File: config.mk
export PLATFORM = sky130hd
export DESIGN_NAME = addsub_accumulator_ctrl
export DESIGN_NICKNAME = d
export VERILOG_FILES = /design/src/rtl/addsub_accumulator_ctrl.sv
export SDC_FILE = /design/constraint.sdc
export NUM_CORES = 1
export LEC_CHECK = 0
export BUFFER_PORTS_ARGS = -buffer_cell sky130_fd_sc_hd__buf_2
export CAP_MARGIN = 20
export CORE_UTILIZATION = 40
export CTS_BUF_LIST = sky130_fd_sc_hd__clkbuf_4 sky130_fd_sc_hd__clkbuf_8
export CTS_CLUSTER_DIAMETER = 80
export DETAILED_ROUTE_END_ITERATION = 10
export HOLD_SLACK_MARGIN = 0.02
export PLACE_DENSITY = 0.76
export SKIP_LAST_GASP = 1
export SYNTH_ARGS = -nofsm -noshare
export SYNTH_HDL_FRONTEND = slang
export SYNTH_SLANG_ARGS = --single-unit
File: constraint.sdc
create_clock -name clk -period 2.62 [get_ports clk]
set_clock_uncertainty 0.2 [all_clocks]
set_input_delay 0.524 -clock clk [delete_from_list [all_inputs] [get_ports clk]]
set_output_delay 0.524 -clock clk [all_outputs]
set_load 0.02 [all_outputs]
File: src/rtl/addsub_accumulator_ctrl.sv
// Command-driven accumulator wrapped around an external combinational 4-bit adder-subtractor.
// Registers its operands, captures Result/Cout and derives C/V/Z/N status flags.
module addsub_accumulator_ctrl #(
    parameter int unsigned     WIDTH     = 4,
    parameter logic [WIDTH-1:0] ACC_RESET = '0
) (
    input  logic             clk,
    input  logic             rst_n,
    input  logic             cmd_valid,
    output logic             cmd_ready,
    input  logic [1:0]       cmd_op,
    input  logic [WIDTH-1:0] cmd_data,
    output logic [WIDTH-1:0] add_a,
    output logic [WIDTH-1:0] add_b,
    output logic             add_sub,
    input  logic [WIDTH-1:0] add_result,
    input  logic             add_cout,
    output logic [WIDTH-1:0] acc,
    output logic             flag_c,
    output logic             flag_v,
    output logic             flag_z,
    output logic             flag_n,
    output logic             done,
    output logic             busy
);

    localparam int unsigned MSB = WIDTH - 1;

    localparam logic [1:0] OP_LOAD  = 2'b00;
    localparam logic [1:0] OP_ADD   = 2'b01;
    localparam logic [1:0] OP_SUB   = 2'b10;
    localparam logic [1:0] OP_CLEAR = 2'b11;

    typedef enum logic [1:0] {
        ST_IDLE = 2'd0,
        ST_EXEC = 2'd1,
        ST_DONE = 2'd2
    } state_e;

    state_e           state_q, state_d;
    logic [WIDTH-1:0] acc_q, acc_d;
    logic [WIDTH-1:0] add_b_q, add_b_d;
    logic             add_sub_q, add_sub_d;
    logic             flag_c_q, flag_c_d;
    logic             flag_v_q, flag_v_d;
    logic             flag_z_q, flag_z_d;
    logic             flag_n_q, flag_n_d;
    logic             ready_q, ready_d;
    logic             done_q, done_d;
    logic             busy_q, busy_d;
    logic             handshake_c;
    logic             ovf_c;

    // ready_q mirrors (state_q == ST_IDLE) so the handshake uses a registered term
    assign handshake_c = cmd_valid & ready_q;

    // Signed overflow: operand signs compared against the result sign
    always_comb begin
        ovf_c = 1'b0;
        if (add_sub_q) begin
            ovf_c = (acc_q[MSB] != add_b_q[MSB]) && (add_result[MSB] != acc_q[MSB]);
        end else begin
            ovf_c = (acc_q[MSB] == add_b_q[MSB]) && (add_result[MSB] != acc_q[MSB]);
        end
    end

    // State register
    always_ff @(posedge clk or negedge rst_n) begin
        if (!rst_n) begin
            state_q <= ST_IDLE;
        end else begin
            state_q <= state_d;
        end
    end

    // Next-state logic
    always_comb begin
        state_d = state_q;
        unique case (state_q)
            ST_IDLE: begin
                if (handshake_c) begin
                    if (cmd_op == OP_ADD || cmd_op == OP_SUB) begin
                        state_d = ST_EXEC;
                    end else begin
                        state_d = ST_DONE;
                    end
                end
            end
            ST_EXEC: state_d = ST_DONE;
            ST_DONE: state_d = ST_IDLE;
            default: state_d = ST_IDLE;
        endcase
    end

    // Datapath and status next values
    always_comb begin
        acc_d     = acc_q;
        add_b_d   = add_b_q;
        add_sub_d = add_sub_q;
        flag_c_d  = flag_c_q;
        flag_v_d  = flag_v_q;
        flag_z_d  = flag_z_q;
        flag_n_d  = flag_n_q;
        ready_d   = (state_d == ST_IDLE);
        busy_d    = (state_d != ST_IDLE);
        done_d    = (state_d == ST_DONE);

        unique case (state_q)
            ST_IDLE: begin
                if (handshake_c) begin
                    unique case (cmd_op)
                        OP_LOAD: begin
                            acc_d    = cmd_data;
                            flag_z_d = (cmd_data == '0);
                            flag_n_d = cmd_data[MSB];
                            flag_c_d = 1'b0;
                            flag_v_d = 1'b0;
                        end
                        OP_CLEAR: begin
                            acc_d    = '0;
                            flag_z_d = 1'b1;
                            flag_n_d = 1'b0;
                            flag_c_d = 1'b0;
                            flag_v_d = 1'b0;
                        end
                        default: begin
                            add_b_d   = cmd_data;
                            add_sub_d = (cmd_op == OP_SUB);
                        end
                    endcase
                end
            end
            ST_EXEC: begin
                acc_d    = add_result;
                flag_c_d = add_cout;
                flag_z_d = (add_result == '0);
                flag_n_d = add_result[MSB];
                flag_v_d = ovf_c;
            end
            default: ;
        endcase
    end

    // Datapath and status registers
    always_ff @(posedge clk or negedge rst_n) begin
        if (!rst_n) begin
            acc_q     <= ACC_RESET;
            add_b_q   <= '0;
            add_sub_q <= 1'b0;
            flag_c_q  <= 1'b0;
            flag_v_q  <= 1'b0;
            flag_z_q  <= 1'b0;
            flag_n_q  <= 1'b0;
            ready_q   <= 1'b1;
            done_q    <= 1'b0;
            busy_q    <= 1'b0;
        end else begin
            acc_q     <= acc_d;
            add_b_q   <= add_b_d;
            add_sub_q <= add_sub_d;
            flag_c_q  <= flag_c_d;
            flag_v_q  <= flag_v_d;
            flag_z_q  <= flag_z_d;
            flag_n_q  <= flag_n_d;
            ready_q   <= ready_d;
            done_q    <= done_d;
            busy_q    <= busy_d;
        end
    end

    assign cmd_ready = ready_q;
    assign add_a     = acc_q;
    assign add_b     = add_b_q;
    assign add_sub   = add_sub_q;
    assign acc       = acc_q;
    assign flag_c    = flag_c_q;
    assign flag_v    = flag_v_q;
    assign flag_z    = flag_z_q;
    assign flag_n    = flag_n_q;
    assign done      = done_q;
    assign busy      = busy_q;

endmodule

# == Word level (Yosys, flattened, before mapping) ==
# Index checks and enable logic that the tools add are counted.
# word_totals
n_memories,0
inputBits,14
register_bits,18
word_cells,55
out_inout_bits,20
ramBits,0
latch_bits,0
romBits,0
# op_classes
add_sub_neg,0
n_eq_ne,11
n_mux,17
shift,0
n_mul,0
bitwise_logic,2
order_cmp,0
reduce_logical,14
div_mod_pow,0
# op_table
op,count
4-bit one-hot mux with 2 select lines,2
1-bit one-hot mux with 2 select lines,6
3-bit AND reduction,3
4-bit zero test,2
2-bit == test (second input constant),3
2-bit zero test,3
1-bit two-way mux,5
2-bit by 1-bit == test with 1-bit output (second input constant),2
2-bit two-way mux,2
4-bit two-way mux,1
2-bit inequality test (second input constant),2
2-bit one-hot mux with 2 select lines,1
2-bit nonzero test,2
3-bit by 1-bit inequality test with 1-bit output (second input constant),1
1-bit logical AND,2
1-bit inequality test,2
2-bit OR reduction,1
1-bit bitwise AND,1
1-bit == test,1
1-bit logical OR,1
1-bit NOT,1

# == Longest topological paths before layout ==
# logic_depth
depth_word,6
depth_mapped,6
depth_no_buf,6

# == Least setup slack after synthesis ==
# Ideal clock, no wire load.
# synth_path
path_type,input to register
from,input cmd_op[0]
to,register add_b_q[0] (netlist: add_b[0])
setup_slack_ns,0.969
cell_stages,4
t_arrival_ns,1.326
t_required_ns,2.295
path_buffers,0
setup_time_ns,0.125
path_cell_list,inv_1 > ha_1 > nand2_2 > mux2_2
# synth_between
elab_chain_len,4
word_cells_on_any_way,5
classes_between,eq/ne: 1; bitwise: 1; reduce/logical: 3
# synth_rtl
item,line_no,source
start: declaration,11,"input logic [1:0] cmd_op,"
2-bit == test or 2-bit zero test (tied branches),111,unique case (cmd_op)
2-bit OR reduction (no source line) *,-,
1-bit NOT (no source line) *,-,
3-bit AND reduction (no source line) *,-,
end signal: assignment,148,add_b_q <= '0;
end signal: assignment,159,add_b_q <= add_b_d;
end: declaration,42,"logic [WIDTH-1:0] add_b_q, add_b_d;"
# Every way passes the cells marked *; elsewhere a longest branch is shown, timed or not.
# A chain may end at the register's enable or synchronous reset.

# == Worst setup path in the final report ==
# layout_path
from,register ready_q (netlist: cmd_ready)
to,output cmd_ready
# layout_rtl
item,line_no,source
start: declaration,48,"logic ready_q, ready_d;"
start signal: assignment,165,ready_q <= ready_d;
end: declaration,10,"output logic cmd_ready,"
# No word-level cell between the ends.

==> summary.md <==
| Metric | Value |
|---|---|
| Status | finished clean |
| Setup crit start kind | register |
| CP Launch Point | cmd_ready |
| Worst path max stage delay | 0.56 ns |
| Slew Viols, Final | 0 |
| Fin crit share | 66.3% |
| Static leakage | 0.535 nW |
| Post_cts resized | 0 |
| Via density | 4.77 |
| H-tree depth | 1 |
| Setup violations, final | 0 |
| Crit path max-delay family | flip-flops |
| Post-synth net total | 91 |
| Setup WS post-layout | 0.883 ns |
| Tmin final | 1.74 ns |
| Top cell type's share of synthesized area | 48.4% |
| Worst hold path type | in2reg |
| First-pass GRT wire length | 2.24 mm |
| CTS tree | yes |
| Critical path buffer and inverter count | 1 |
| Critical Path RT | 1.90 ns |
| Setup tns final | 0 ns |
| Asr flop ratio synth | 100% |
| Worst-margin pin slew | 0.404 ns |
| Gate count of the mapped netlist | 74 |
| Area Overhead vs Synth | 24.1% |
| Final GP Congestion | 0.779 |
| Hold Path End | flag_c |
| Pwr dens | 1150 nW/um^2 |
| Diode count | 0 |
| Fill cells | 201 |
| WHS | 0.247 ns |
| Pre-CTS setup slack | 0.724 ns |
| Placed cell count | 129 |
| CP Data Arrival Time | 1.01 ns |
| Drt first pass iters | 4 |
| Die area | 2250 sq um |
| FMAX | 0.576 GHz |
| Seq/Total Area, Yosys | 51.6% |
| Critical R2R Launch | cmd_ready |
| Grt ovf | 0 |
| Vias in the first global route | 536 |
| Maximum fanout along the worst path | 3 |
| Post-synth top flop | dfrtp_1 |
| Count leader, synth | dfrtp_1 |
| Clk buf depth | 2 |
| Largest net degree at the start of global routing | 18 |
| Initial antenna violation count | 0 |
| Total clock sinks | 17 |
| Initial Util | 42.2% |
| Row count | 16 |
| Mapped Area | 827 sq um |
| WL/cell | 11.4 um |
| Mean Syn Cell Area | 11.2 sq um |
| Hold Startpoint | add_cout |
| Synth area leaders | dfrtp_1, mux2_2, buf_4 |
| #FFs+latches synth | 17 |
| Boundary Pins | 34 |
| Detail Route Antenna Nets | 0 |
| Kind of critical path | reg2out |
| List of most frequent post-synthesis cells | dfrtp_1, inv_1, buf_4, mux2_2, nor2_1 |
| Final Instance Area | 1030 sq um |
| Die W | 47.5 um |
| Worst slew margin | 73.0% |
| Max-Cap Viols | 0 |
| Cts bufs inserted | 3 |
| Finished Layout Cells | 134 |
| Via count | 639 |
| Root buffer cell | clkbuf_4 |
| Final net count | 125 |
| Initial drt markers | 15 |
| Total Routing Usage GR | 14.9% |
| Worst setup EP type | output port |
| Core Box Area | 1960 sq um |
| DRT Wirelength | 1.53 mm |
| Layout cells sized above 1 | 46.7% |
| Final Hold Vio Count | 0 |
| Synth area leader | dfrtp_1 |
| Reg2Reg Setup Slack | 1.02 ns |
| Design Power | 1.18 mW |
| Post-synth EDFFs | 0 |
| Hold path depth | 2 |
| HPWL Detailed | 1.19 mm |
| Reg2Reg Depth | 4 |
| Placement Cell Area | 988 sq um |
| Die H | 47.5 um |
| Unrepaired setup endpoints after global routing | no |
| Ys Warns | 0 |
| Latest clock arrival within the worst-skew pair | 0.29 ns |
| Yosys cell types | 24 |
| Crit path cell chain | buf_2 |
| Peak VDD IR | 427 uV |
| DRC viols | 0 |
| Finished Core Util | 52.3% |
| CP max stage cell | dfstp_2 |
| Port Buffers | 33 |
| R2r endpoint | acc[1] |
| Setup Buffers After CTS | 0 |
| CTS clock-pin slew for the worst setup and hold paths | 0.10 ns |
-- layer usage --
| layer | wire length, um | GRT usage [%] | vias to the layer above |
|---|---|---|---|
| li1 | - | - | 321 |
| met1 | 735 | 18.1 | 296 |
| met2 | 715 | 23.3 | 20 |
| met3 | 64 | 4.53 | 2 |
| met4 | 12 | 8.57 | 0 |
| met5 | 0 | 0 | - |
-- placed cells by master (no fill, tap or decap), drive strengths merged, types with 2 or more instances in the layout --
cell type / n
a22o: 2
a31oi: 2
buf: 33
clkbuf: 3
dfrtp: 16
ha: 3
inv: 9
mux2: 5
nand2: 5
nand2b: 3
nor2: 5
nor3: 3
o211ai: 2
o21ai: 3
o221a: 3
o22ai: 2
-- sequential cells by signal (all words and copies together) (netlist names) --
name       count
add_sub        1
busy           1
acc            4
flag_v         1
done           1
add_b          4
cmd_ready      1
flag_z         1
flag_c         1
state_q        2
-- worst max path at each step --
stage	to	slack [ns]	depth (start not counted)
6_report	cmd_ready	0.88	1
5_1_grt	cmd_ready	0.85	1
4_1_cts	cmd_ready	0.87	1
3_5_place_dp	acc[1]	0.72	6
3_3_place_gp	acc[0]	0.71	6
2_1_floorplan	add_b[0]	0.97	4
-- final cells by class --
| class | instances | area [sq um] | share of cell area [%] |
|---|---|---|---|
| tap | 27 | 33.8 | 3.29 |
| multi-input combinational | 43 | 329 | 32.1 |
| timing repair buffer | 34 | 175 | 17.1 |
| inverter | 9 | 33.8 | 3.29 |
| sequential | 17 | 427 | 41.6 |
| clock buffer | 3 | 22.5 | 2.20 |
| clock inverter | 1 | 5.00 | 0.488 |
-- kinds of logic after synthesis --
kind of cell,after synthesis,share of synthesized area [%]
multiplexers,5,6.81
AND/OR/NAND/NOR,18,11.0
flip-flops,17,51.6
buffers and inverters,14,8.62
adder cells (fa/ha/maj),3,4.54
AO/OA/AOI/OAI,16,16.3
XOR/XNOR,1,1.06
-- where the power goes --
part	switching [mW]	internal (mW)
Clock	0.0829	0.0568
Sequential	0.0814	0.382
Combinational	0.346	0.229
-- repair_timing --
action	in CTS	in global routing
hold endpoints to repair	16	0
hold buffers	1	0
setup endpoints to repair	0	0
Power figures use the tool's default switching activity.
